===== src/rtl/packet_merge_arbiter.sv =====
// Two-input round-robin merge arbiter on a 4-phase Send/Ack handshake.
// Holds one packet at a time and counts grants per source for debug.
module packet_merge_arbiter #(
  parameter int unsigned PW = 38,
  parameter int unsigned CW = 16
) (
  input  logic          CP,
  input  logic          MR,
  input  logic [PW-1:0] PACKET_IN_a,
  input  logic          Send_in_a,
  output logic          Ack_out_a,
  input  logic [PW-1:0] PACKET_IN_b,
  input  logic          Send_in_b,
  output logic          Ack_out_b,
  output logic [PW-1:0] PACKET_OUT,
  output logic          Send_out,
  input  logic          Ack_in,
  output logic          SRC,
  output logic          BUSY,
  output logic [CW-1:0] GNT_CNT_A,
  output logic [CW-1:0] GNT_CNT_B
);

  typedef enum logic [1:0] {StIdle, StAckUp, StReqDn, StRelDn} state_e;

  state_e state_q, state_d;

  logic          last_q, last_d;
  logic          ack_a_q, ack_a_d;
  logic          ack_b_q, ack_b_d;
  logic          send_out_q, send_out_d;
  logic          src_q, src_d;
  logic          busy_q, busy_d;
  logic [PW-1:0] pkt_q, pkt_d;
  logic [CW-1:0] cnt_a_q, cnt_a_d;
  logic [CW-1:0] cnt_b_q, cnt_b_d;

  logic any_req;
  logic win_b;
  logic src_send;

  assign any_req  = Send_in_a | Send_in_b;
  // B wins when alone, or on a tie when A was granted last.
  assign win_b    = Send_in_b & (~Send_in_a | ~last_q);
  assign src_send = src_q ? Send_in_b : Send_in_a;

  // State register
  always_ff @(posedge CP) begin
    if (!MR) begin
      state_q <= StIdle;
    end else begin
      state_q <= state_d;
    end
  end

  // Next-state logic
  always_comb begin
    state_d = state_q;
    case (state_q)
      StIdle:  if (any_req)   state_d = StAckUp;
      StAckUp: if (!src_send) state_d = StReqDn;
      StReqDn: if (Ack_in)    state_d = StRelDn;
      StRelDn: if (!Ack_in)   state_d = StIdle;
      default:                state_d = StIdle;
    endcase
  end

  // Registered-output next values
  always_comb begin
    last_d     = last_q;
    ack_a_d    = ack_a_q;
    ack_b_d    = ack_b_q;
    send_out_d = send_out_q;
    src_d      = src_q;
    pkt_d      = pkt_q;
    cnt_a_d    = cnt_a_q;
    cnt_b_d    = cnt_b_q;
    case (state_q)
      StIdle: begin
        if (any_req) begin
          pkt_d   = win_b ? PACKET_IN_b : PACKET_IN_a;
          src_d   = win_b;
          last_d  = win_b;
          ack_a_d = ~win_b;
          ack_b_d = win_b;
          if (win_b) begin
            cnt_b_d = cnt_b_q + CW'(1);
          end else begin
            cnt_a_d = cnt_a_q + CW'(1);
          end
        end
      end
      StAckUp: begin
        if (!src_send) begin
          ack_a_d    = 1'b0;
          ack_b_d    = 1'b0;
          send_out_d = 1'b1;
        end
      end
      StReqDn: begin
        if (Ack_in) send_out_d = 1'b0;
      end
      default: ;
    endcase
    busy_d = (state_d != StIdle);
  end

  always_ff @(posedge CP) begin
    if (!MR) begin
      last_q     <= 1'b1;
      ack_a_q    <= 1'b0;
      ack_b_q    <= 1'b0;
      send_out_q <= 1'b0;
      src_q      <= 1'b0;
      busy_q     <= 1'b0;
      pkt_q      <= '0;
      cnt_a_q    <= '0;
      cnt_b_q    <= '0;
    end else begin
      last_q     <= last_d;
      ack_a_q    <= ack_a_d;
      ack_b_q    <= ack_b_d;
      send_out_q <= send_out_d;
      src_q      <= src_d;
      busy_q     <= busy_d;
      pkt_q      <= pkt_d;
      cnt_a_q    <= cnt_a_d;
      cnt_b_q    <= cnt_b_d;
    end
  end

  assign Ack_out_a  = ack_a_q;
  assign Ack_out_b  = ack_b_q;
  assign Send_out   = send_out_q;
  assign SRC        = src_q;
  assign BUSY       = busy_q;
  assign PACKET_OUT = pkt_q;
  assign GNT_CNT_A  = cnt_a_q;
  assign GNT_CNT_B  = cnt_b_q;

endmodule


===== config.mk =====
export PLATFORM = sky130hd
export DESIGN_NAME = packet_merge_arbiter
export DESIGN_NICKNAME = d
export VERILOG_FILES = /design/src/rtl/packet_merge_arbiter.sv
export SDC_FILE = /design/constraint.sdc
export NUM_CORES = 1
export LEC_CHECK = 0
export CORE_ASPECT_RATIO = 1.25
export CORE_MARGIN = 2
export CORE_UTILIZATION = 45
export CTS_BUF_LIST = sky130_fd_sc_hd__clkbuf_2 sky130_fd_sc_hd__clkbuf_4 sky130_fd_sc_hd__clkbuf_8
export CTS_CLUSTER_SIZE = 8
export DETAILED_ROUTE_END_ITERATION = 10
export PLACE_DENSITY = 0.86
export SETUP_SLACK_MARGIN = 0.02
export SYNTH_ARGS = -nofsm -noshare
export SYNTH_HDL_FRONTEND = slang
export SYNTH_SLANG_ARGS = --single-unit

===== constraint.sdc =====
create_clock -name CP -period 3.1 [get_ports CP]
set_input_delay 0.775 -clock CP [delete_from_list [all_inputs] [get_ports CP]]
set_output_delay 0.775 -clock CP [all_outputs]
set_load 0.01 [all_outputs]

## Word-level counts from Yosys, hierarchy flattened

Cells that the tools add are included.

- Logic and storage cells: 48
- Output and inout port bits: 75
- Register bits: 78

- Reductions and logical operators: 9
- Mux-type cells: 15
- $add $sub $neg: 2
- Equal/unequal tests: 6
- Bitwise operators: 6

Operator list:

| cell | count |
|---|---|
| 2-to-1 mux 38 bit | 1 |
| adder 16 x 1 -> 16 bit, second input constant | 2 |
| AND reduction 3 bit | 4 |
| 2-to-1 mux 2 bit | 4 |
| case mux 2 bit (4 select lines) | 1 |
| 2-to-1 mux 1 bit | 6 |
| != test 2 bit, second input constant | 3 |
| case mux 1 bit (2 select lines) | 3 |
| nonzero test 2 bit | 3 |
| equality test 2 bit, second input constant | 2 |
| inverter 1 bit | 3 |
| equality test 2 x 1 -> 1 bit, second input constant | 1 |
| zero test 2 bit | 1 |
| bitwise OR 1 bit | 2 |
| AND reduction 2 bit | 1 |
| AND 1 bit | 1 |

## Longest topological paths before layout

- Depth in word-level cells: 6
- Gate-level depth with buffers: 7
- Depth with buffers taken out: 5

## Least setup slack after synthesis

No wires, ideal clock.

- Kind: in2reg
- Start point: input port Send_in_a
- End point: register cnt_a_q[15], in the netlist GNT_CNT_A[15]
- Arrival time: 2.018 ns
- Data required time: 3.030 ns
- Stages: 6
- Library setup time: 0.070 ns
- Slack: 1.012 ns
- Buffers on the path: 2
- Cell sequence: buf_4 > nor3b_4 > nand3_2 > buf_6 > or4_1 > a21oi_1

- Word-level cells in the longest chain between the ends: 5
- Elaborated cells between the ends (all ways): 6

Ends and longest elaborated chain:

| element | line | text |
|---|---|---|
| start: declaration | 10 | `input logic Send_in_a,` |
| inverter 1 bit | 44 | `assign win_b = Send_in_b & (~Send_in_a \| ~last_q);` |
| bitwise OR 1 bit | 44 |  |
| AND 1 bit | 44 |  |
| inverter 1 bit (no source line) | - |  |
| AND reduction 3 bit (no source line) (*) | - |  |
| end signal: assignment | 127 | `cnt_a_q <= cnt_a_d;` |
| end: declaration | 35 | `logic [CW-1:0] cnt_a_q, cnt_a_d;` |

Every way passes the cells marked *; elsewhere a longest branch is shown, timed or not.
A chain may end at the register's enable or synchronous reset.

## Worst setup path in the final report

- Start point: input port Send_in_a
- End point: register cnt_a_q[13], in the netlist GNT_CNT_A[13]

The elaborated chain is that of the path after synthesis.

==> results.py <==
metrics = {
    "synthesis": {
        "netlist_area_sq_mm": 0.00325,
        "synth_compound_area_share_pct": 19.9,
        "synth-simple-area-share_pct": 21.4,
        "synth.area.top_cells": "dfxtp_1, a222oi_1, nor2_1, a21oi_1, o31ai_1",
        "synth_edf_count": 0,
        "synthAdderAreaFrac_pct": 0.771,
        "synth-seq-cells": 78,
        "synthFlopType": "dfxtp_1",
        "synth_most_common_cell": "dfxtp_1",
        "muxShareOfSynthArea_pct": 1.27,
        "seq_area_frac_synth_pct": 48.1,
        "synth_top_area_cell": "dfxtp_1",
        "yosysWarnings": 0,
        "synthArstFlopShare_pct": 0,
        "post-synth-top-area-fraction_pct": 48.1,
        "synth-xor-area-share_pct": 4.32,
        "synth_nets": 427,
        "synth_top_family_by_area": "simple AND/OR/NAND/NOR gates",
        "synth.distinct_cells": 42,
        "syn_inst": 344,
        "syn_avg_cell_area_sq_um": 9.43,
        "synthTopCellsByCount": "dfxtp_1, nor2_1, a222oi_1, a21oi_1, nand3_1",
    },
    "pwr": {
        "power_density_mw_per_mm2": 488,
        "p_leak_nw": 1.76,
        "vdd_drop_max_mv": 0.268,
    },
    "die": {
        "ios": 156,
        "fp.dieArea_sq_mm": 0.00791,
        "die-width_um": 80.0,
        "initial_core_util_pct": 46.5,
        "core_area_sq_mm": 0.00698,
        "rows": 34,
        "die_h_um": 99.0,
    },
    "critical_path": {
        "worstPathRequired_ns": 3.38,
        "cp_max_fo": 14,
        "cp-end-kind": "flip-flop",
        "start_kind": "input port",
        "path_class": "input port to flip-flop",
        "critical_path.cell_chain": "clkdlybuf4s50_1, nor3b_4, nand3_2, or4_1, a21oi_1",
        "worstPathArrival_ns": 2.78,
        "crit_path_max_incr_delay_ns": 0.67,
        "slowest_stage": "clkdlybuf4s50_1",
    },
    "finish": {
        "area_growth_pct": 56.0,
        "antenna_cells": 0,
        "nFillCells": 542,
        "seqCellArea_sq_mm": 0.00156,
        "final_layout_size_suffix_gt1_share_pct": 5.68,
        "multi_input_area_sq_mm": 0.00155,
        "fin_nets": 571,
    },
    "global_route": {
        "grt_overflow_total": 0,
        "grt_max_degree": 49,
        "gr-usage-met3_pct": 6.04,
        "grt_first_pass_wirelength_mm": 15.8,
        "grt_pass1_vias": 3293,
        "antenna_found_initial": 0,
        "gr-usage-met2_pct": 42.9,
        "use_met1_pct": 29.1,
        "grtUsageTotal_pct": 25.3,
        "grt.busiest_layer": "met2",
    },
    "timing": {
        "grt_setup_unrepaired": "no",
        "fin_ws_ns": 0.596,
        "maxSlewViolCount": 0,
        "tightest_slew_ns": 0.485,
        "hold_violations": 0,
        "post-route-min-period_ns": 2.50,
        "finalSetupViolCount": 0,
        "setup_tns_ns": 0,
        "fin_skew_ns": 0.0113,
        "period_share_pct": 80.8,
        "fmax_mhz": 399,
        "max-slew-margin-rel_pct": 67.6,
    },
    "min_path": {
        "hold_path_class": "flip-flop to flip-flop",
    },
    "clock_network": {
        "holdBufCountCts": 0,
        "cts_setup_buffers": 0,
        "clkSinkCount": 78,
        "cts_inserted_buffers": 9,
        "root_buffer": "clkbuf_8",
        "clockBufferDepth": 2,
        "cts_tree": "built",
        "cts_resized": 0,
        "insertion_delay_ns": 0.35,
        "clk_pin_slew_ns": 0.08,
        "h-tree-depth": 3,
    },
    "detailed_routing": {
        "vias_per_cell": 5.76,
        "wl_per_cell_um": 17.0,
        "first_iter_violations": 246,
        "final_antenna_net_count": 0,
        "via_count": 3359,
        "drtPass1Iterations": 7,
        "drc_errors": 0,
        "wirelength_mm": 9.88,
    },
    "placed_design": {
        "place_hpwl_mm": 7.13,
        "port_buffers": 155,
        "place_ws_ns": 0.235,
        "gp_congestion": 0.784,
    },
    "run_status": {
        "status": "finished, final reports clean",
    },
    "run": {
        "drv_cap": 0,
    },
}
[metrics by stage]
| step | hold WS, ns | power, mW | utilization (%) | cell area [sq um] | instances |
|---|---|---|---|---|---|
| floorplan | 0.496 | 1.41 | - | 3250 | 344 |
| global placement | 0.458 | 1.70 | 69.7 | 4860 | 567 |
| detailed placement | 0.479 | 1.72 | 69.7 | 4860 | 567 |
| CTS | 0.489 | 2.49 | 72.6 | 5060 | 583 |
| global route | 0.516 | 2.58 | 72.6 | 5060 | 583 |
| finish | 0.488 | 2.47 | 72.6 | 5060 | 583 |
[where the power goes]
group / switching, mW / leakage (nW) / internal, mW
Clock: 0.368 / 0.0990 / 0.403
Sequential: 0.0586 / 0.637 / 1.08
Combinational: 0.244 / 1.02 / 0.321
[flip-flops by register name (all words and copies together), names as in the netlist]
signal      cells
PACKET_OUT     38
GNT_CNT_B      16
Ack_out_b       1
Ack_out_a       1
last_q          1
state_q         2
SRC             1
GNT_CNT_A      16
BUSY            1
Send_out        1
[cell type report]
cell class	count	area share, %
Clock buffer	11	2.87
Timing Repair Buffer	159	32.0
Sequential cell	78	30.8
Multi-Input combinational cell	236	30.6
Clock inverter	5	1.16
Inverter	4	0.297
Tap cell	90	2.22
[cell usage in the layout, fill, tap and decap left out, drive strengths merged, types with 2 or more instances in the layout]
| master | synthesis | layout |
|---|---|---|
| nor2 | 59 | 59 |
| o21a | 2 | 2 |
| o31ai | 10 | 10 |
| mux2i | 3 | 3 |
| o21ai | 9 | 9 |
| xnor2 | 8 | 8 |
| nor2b | 3 | 3 |
| clkdlybuf4s50 | 0 | 155 |
| clkbuf | 11 | 11 |
| and3 | 3 | 3 |
| dfxtp | 78 | 78 |
| clkinvlp | 0 | 2 |
| a222oi | 38 | 38 |
| xor2 | 8 | 8 |
| or3 | 6 | 6 |
| inv | 4 | 4 |
| nand4 | 7 | 7 |
| nor4b | 2 | 2 |
| a21oi | 19 | 19 |
| and4 | 5 | 5 |
| ha | 2 | 2 |
| or4 | 10 | 10 |
| a211oi | 2 | 2 |
| buf | 15 | 4 |
| clkinv | 0 | 2 |
| nand2 | 11 | 11 |
| and2 | 5 | 5 |
| nand3 | 14 | 14 |
[path summary, 6_finish.rpt]
kind                         startpoint                         end  slack (ns)  depth (start not counted)
max                           Send_in_a  GNT_CNT_A[13]$_SDFFE_PN0P_        0.60                          5
min reg2reg  GNT_CNT_B[15]$_SDFFE_PN0P_  GNT_CNT_B[15]$_SDFFE_PN0P_        0.49                          2
min          GNT_CNT_B[15]$_SDFFE_PN0P_  GNT_CNT_B[15]$_SDFFE_PN0P_        0.49                          2
max reg2reg   GNT_CNT_B[3]$_SDFFE_PN0P_  GNT_CNT_B[15]$_SDFFE_PN0P_        1.23                          4
[cells by family after synthesis]
kind of cell	count (synthesis)
mux	4
compound gates	82
simple gates	132
flops	78
xor+xnor	16
fa+ha+maj	2
buf+inv	30
[worst max-delay path: cells and delay by family]
kind                   cells  cell delay (ns)
buffers and inverters      1             0.67
AO/OA/AOI/OAI              1             0.18
AND/OR/NAND/NOR            3             1.15
[per-layer routing]
metal	part of all wire (%)	wire, um
met5	0	0
met3	7.1	701
met1	38	3710
met4	3.1	303
met2	52	5170
Power figures use the tool's default switching activity.
==> patch 1, RTL diff (same settings) <==
The 4 states of `state_e` get a Gray code encoding in 2 bits.
--- a/src/rtl/packet_merge_arbiter.sv
+++ b/src/rtl/packet_merge_arbiter.sv
@@ -22,5 +22,5 @@
 );
 
-  typedef enum logic [1:0] {StIdle, StAckUp, StReqDn, StRelDn} state_e;
+  typedef enum logic [1:0] {StIdle = 2'b00, StAckUp = 2'b01, StReqDn = 2'b11, StRelDn = 2'b10} state_e;
 
   state_e state_q, state_d;
Behaviour: same outputs for any inputs over 10 cycles, from zero or initial values; not proved beyond that.
==> patch 1 against the original RTL <==
Critical endpoint is now GNT_CNT_A[15]; design area down 0.96%; area after synthesis down 1.4%; clock power down 8.9%; routed wire length down 1.3%; synthesized cell count down 1.7%; sequential cell count unchanged; total power down 5.3%; sequential share of layout area up 0.30 points; largest cell class unchanged; worst setup slack worse by 0.036 ns; utilization down 0.26 points.
==> patch 1: results (changes against the original RTL) <==
- Run status: completed
- Antenna cells: 0 (unchanged)
- Number of cells after detailed placement: 564 (-0.53%)
- RR Startpoint: GNT_CNT_A[0]
- First drt pass iteration count: 5 (-2)
- Max Buffers Root-to-Sink: 2 (unchanged)
- Vias per Instance: 5.66 (-1.7%)
- R2R setup slack: 1.10 ns (-0.13 ns)
- Largest net degree at the start of global routing: 42 (-14%)
- First-pass GRT wire length: 15.6 mm (-1.4%)
- GPL Wtd Cong: 0.821 (+4.7%)
- Max FFs per register: 38 (unchanged)
- Main synth FF type: dfxtp_1
- Filler cell count: 519 (-4.2%)
- Cts bufs inserted: 9 (unchanged)
- Clk_lat worst skew: approximately 0.34 ns
- Crit path largest cell delay: 0.62 ns (-0.05 ns)
- Placed Area: 4840 um2 (-0.49%)
- Crit path capture type: register
- Sequential share of the synthesized area: 48.8% (+0.70 points)
- Worst Setup SP: Send_in_a
- Asr flop ratio synth: 0% (unchanged)
- Post_cts resized: 0 (unchanged)
- List of most frequent post-synthesis cells: dfxtp_1, nor2_1, a222oi_1
- Register clock-pin slew on the reported worst setup and hold paths: ~0.070 ns
- Worst Reg2Reg Path Length in Cells: 5 (+1)
- DRT iter0 DRCs: 309 (+26%)
- Setup crit end: GNT_CNT_A[15]
- Share of cells above drive strength 1: 5.93% (+0.25 points)
- Top post-synthesis cells by area: dfxtp_1, a222oi_1, nor2_1
- Class of the worst hold path: register to register
- Post-DP HPWL: 7.05 mm (-1.0%)
- Setup Buffers After CTS: 0 (unchanged)
- CP max-delay cell: clkdlybuf4s50_1
- Initial antenna violation count: 0 (unchanged)
- Total wire length: 9.76 mm (-1.3%)
- Mapped Nets: 421 (-1.4%)
- H-tree Lvls: 3 (unchanged)
- Number of global-route vias before repair: 3186 (-3.2%)
- Peak VDD IR: 0.261 mV (-2.5%)
- Synth cell types: 38 (-9.5%)
- Tot GR Track Use: 25.2% (-0.030 points)
- R2r endpoint: GNT_CNT_A[12]
- Nets@finish: 568 (-0.53%)
- Root Buffer: clkbuf_8
- Port bufs: 155 (unchanged)
- Setup Skew: 0.00741 ns (-0.00388 ns)
- Yosys warns: 0 (unchanged)
- Slew Limit Headroom: 61.0% (-6.6 points)
- CP Max Fanout: 8 (-6)
- Leak: 0.00180 uW (+2.4%)
- Average size of a mapped cell: 9.47 um2 (+0.32%)
- Switching share of power: 26.3% (-0.84 points)
- WL/cell: 16.9 um (-0.59%)
patch 1: power by group through the flow:
stage / clock network [uW] / registers, uW / logic (uW)
detailed placement: 0 / 1140 / 515
floorplan: 0 / 1160 / 203
CTS: 716 / 1120 / 517
global placement: 0 / 1140 / 503
global route: 764 / 1130 / 554
finish: 702 / 1120 / 517
patch 1: logic make-up (layout without fill, tap and decap cells):
family	count (synthesis)	in the layout	share of synthesized area, %
fa+ha+maj	2	2	0.782
xor+xnor	15	15	4.11
simple gates	136	136	22.1
flops	78	78	48.8
buf+inv	31	182	4.11
compound gates	68	68	17.6
mux	8	8	2.50
patch 1: stage by stage:
step / utilization, % / setup slack, ns
after floorplan: - / 0.867
after global placement: 69.7 / 0.363
after detailed placement: 69.7 / 0.255
after CTS: 72.3 / 0.599
after global routing: 72.3 / 0.427
final: 72.3 / 0.560
patch 1: critical path, delay by kind of cell:
family / cells / cell delay [ns]
AO/OA/AOI/OAI: 1 / 0.16
buffers and inverters: 1 / 0.62
AND/OR/NAND/NOR: 3 / 1.25
patch 1: worst min-delay path by stage:
stage | startpoint | cells past startpoint | slack, ns | to
after floorplan | Send_out | 2 | 0.48 | Send_out
after global placement | GNT_CNT_B[15] | 2 | 0.46 | GNT_CNT_B[15]
after detailed placement | Ack_out_a | 1 | 0.47 | Ack_out_a
after CTS | GNT_CNT_B[15] | 2 | 0.48 | GNT_CNT_B[15]
after global routing | GNT_CNT_B[15] | 2 | 0.50 | GNT_CNT_B[15]
final | GNT_CNT_B[15] | 2 | 0.47 | GNT_CNT_B[15]
patch 1: cell type report:
cell class / count / area [um2] / share of cell area (%)
Inverter: 4 / 15.0 / 0.299
Clock inverter: 1 / 5.00 / 0.0998
Sequential cell: 78 / 1560 / 31.1
Timing Repair Buffer: 163 / 1640 / 32.6
Multi-Input combinational cell: 229 / 1510 / 30.1
Clock buffer: 14 / 174 / 3.47
Tap cell: 90 / 113 / 2.25
patch 1: per-layer routing:
layer | track usage [%] | part of all wire [%] | vias to the layer above
li1 | - | - | 1560
met1 | 30.5 | 39 | 1564
met2 | 42.3 | 52 | 134
met3 | 6.56 | 6.5 | 20
met4 | 10.3 | 2.5 | 0
met5 | 0 | 0 | -
==> patch 2, RTL diff (same settings) <==
Made on the original files. Change the parameter `CW` from 16 to 17.
--- a/src/rtl/packet_merge_arbiter.sv
+++ b/src/rtl/packet_merge_arbiter.sv
@@ -3,5 +3,5 @@
 module packet_merge_arbiter #(
   parameter int unsigned PW = 38,
-  parameter int unsigned CW = 16
+  parameter int unsigned CW = 17
 ) (
   input  logic          CP,
Interface: changed (resized GNT_CNT_A and GNT_CNT_B); port bits go from 156 to 158. No check against the original RTL was run, so the function may have changed too.
==> patch 2 against the original RTL <==
Largest power group unchanged; area after synthesis is 0.93% lower; total power is 1.8% higher; largest cell class unchanged; non-clock buffer count is 7 higher; worst setup slack worse by 0.19 ns; design area is 0.86% higher; routed wire length is 4.1% lower; sequential cell count is 2 higher; critical endpoint unchanged.
==> patch 2: results (changes against the original RTL) <==
- Met3 WL: 720 um (+2.7%)
- Placed Area: 4900 um2 (+0.77%)
- Post-Place Worst Slack: 0.0535 ns (-0.182 ns)
- R2r endpoint: GNT_CNT_A[13]
- XOR/XNOR Fraction of Synth Area: 3.54% (-0.78 points)
- Number of global-route vias before repair: 3247 (-1.4%)
- Post-DP HPWL: 6.87 mm (-3.6%)
- Crit path largest cell delay: 0.65 ns (-0.02 ns)
- Netlist area before placement: 3220 um2 (-0.93%)
- Nets@finish: 582 (+1.9%)
- Filler cell count: 530 (-2.2%)
- RR Startpoint: state_q[1]
- Seq/total area: 31.4% (+0.52 points)
- Count of multi-input gates: 234 (-0.85%)
- Leak: 0.00179 uW (+1.6%)
- Port bufs: 157 (+1.3%)
- Run status: completed
- Tot GR Track Use: 24.5% (-0.77 points)
- Worst-margin pin slew: 0.586 ns (+0.101 ns)
- R2R setup slack: 0.86 ns (-0.37 ns)
- Hold EP: GNT_CNT_A[16]
- Adder-cell share of the synthesized area: 0.778% (+0.0072 points)
- Mapped Cells: 347 (+0.87%)
- First-pass GRT wire length: 15.3 mm (-3.3%)
- First drt pass iteration count: 8 (+1)
- Setup Skew: 0.00730 ns (-0.00400 ns)
- Synth Area in Compound Gates: 20.9% (+1.0 points)
- CP arrival: 2.97 ns (+0.19 ns)
- Peak VDD IR: 0.329 mV (+23%)
- CLK BUF: 13 (+2)
- Hold_sp: GNT_CNT_A[16]
- Sequential cells: 80 (+2.6%)
- Buffers, non-clock: 166 (+4.4%)
- CP Max Fanout: 9 (-5)
- Mapped Nets: 430 (+0.70%)
- GPL Wtd Cong: 0.824 (+5.0%)
[patch 2: cell types whose count changed after synthesis, sizes merged, moves of 4 or more]
cell    delta
inv        +4
nand3      -5
or4        -4
buf       -13
o31ai      -5
clkbuf    +12
or3        +8
o21ai      +6
[patch 2: worst min-delay path: cells and delay by family (launching register included)]
family         cells  cell delay (ns)
flip-flops         1             0.33
AO/OA/AOI/OAI      2             0.13
[patch 2: worst max path at each step]
stage	depth (start not counted)	to	startpoint	slack [ns]
2_1_floorplan	5	GNT_CNT_A[14]	Send_in_a	0.59
3_3_place_gp	5	GNT_CNT_A[13]	Send_in_a	0.08
3_5_place_dp	5	GNT_CNT_A[13]	Send_in_a	0.05
4_1_cts	5	GNT_CNT_A[13]	Send_in_a	0.42
5_1_grt	5	GNT_CNT_A[13]	Send_in_a	0.35
6_report	5	GNT_CNT_A[13]	Send_in_a	0.41
[patch 2: power breakdown]
group          internal (uW)  switching [uW]  total [uW]
clock network            443             353         796
registers               1100            53.3        1160
logic                    320             243         563
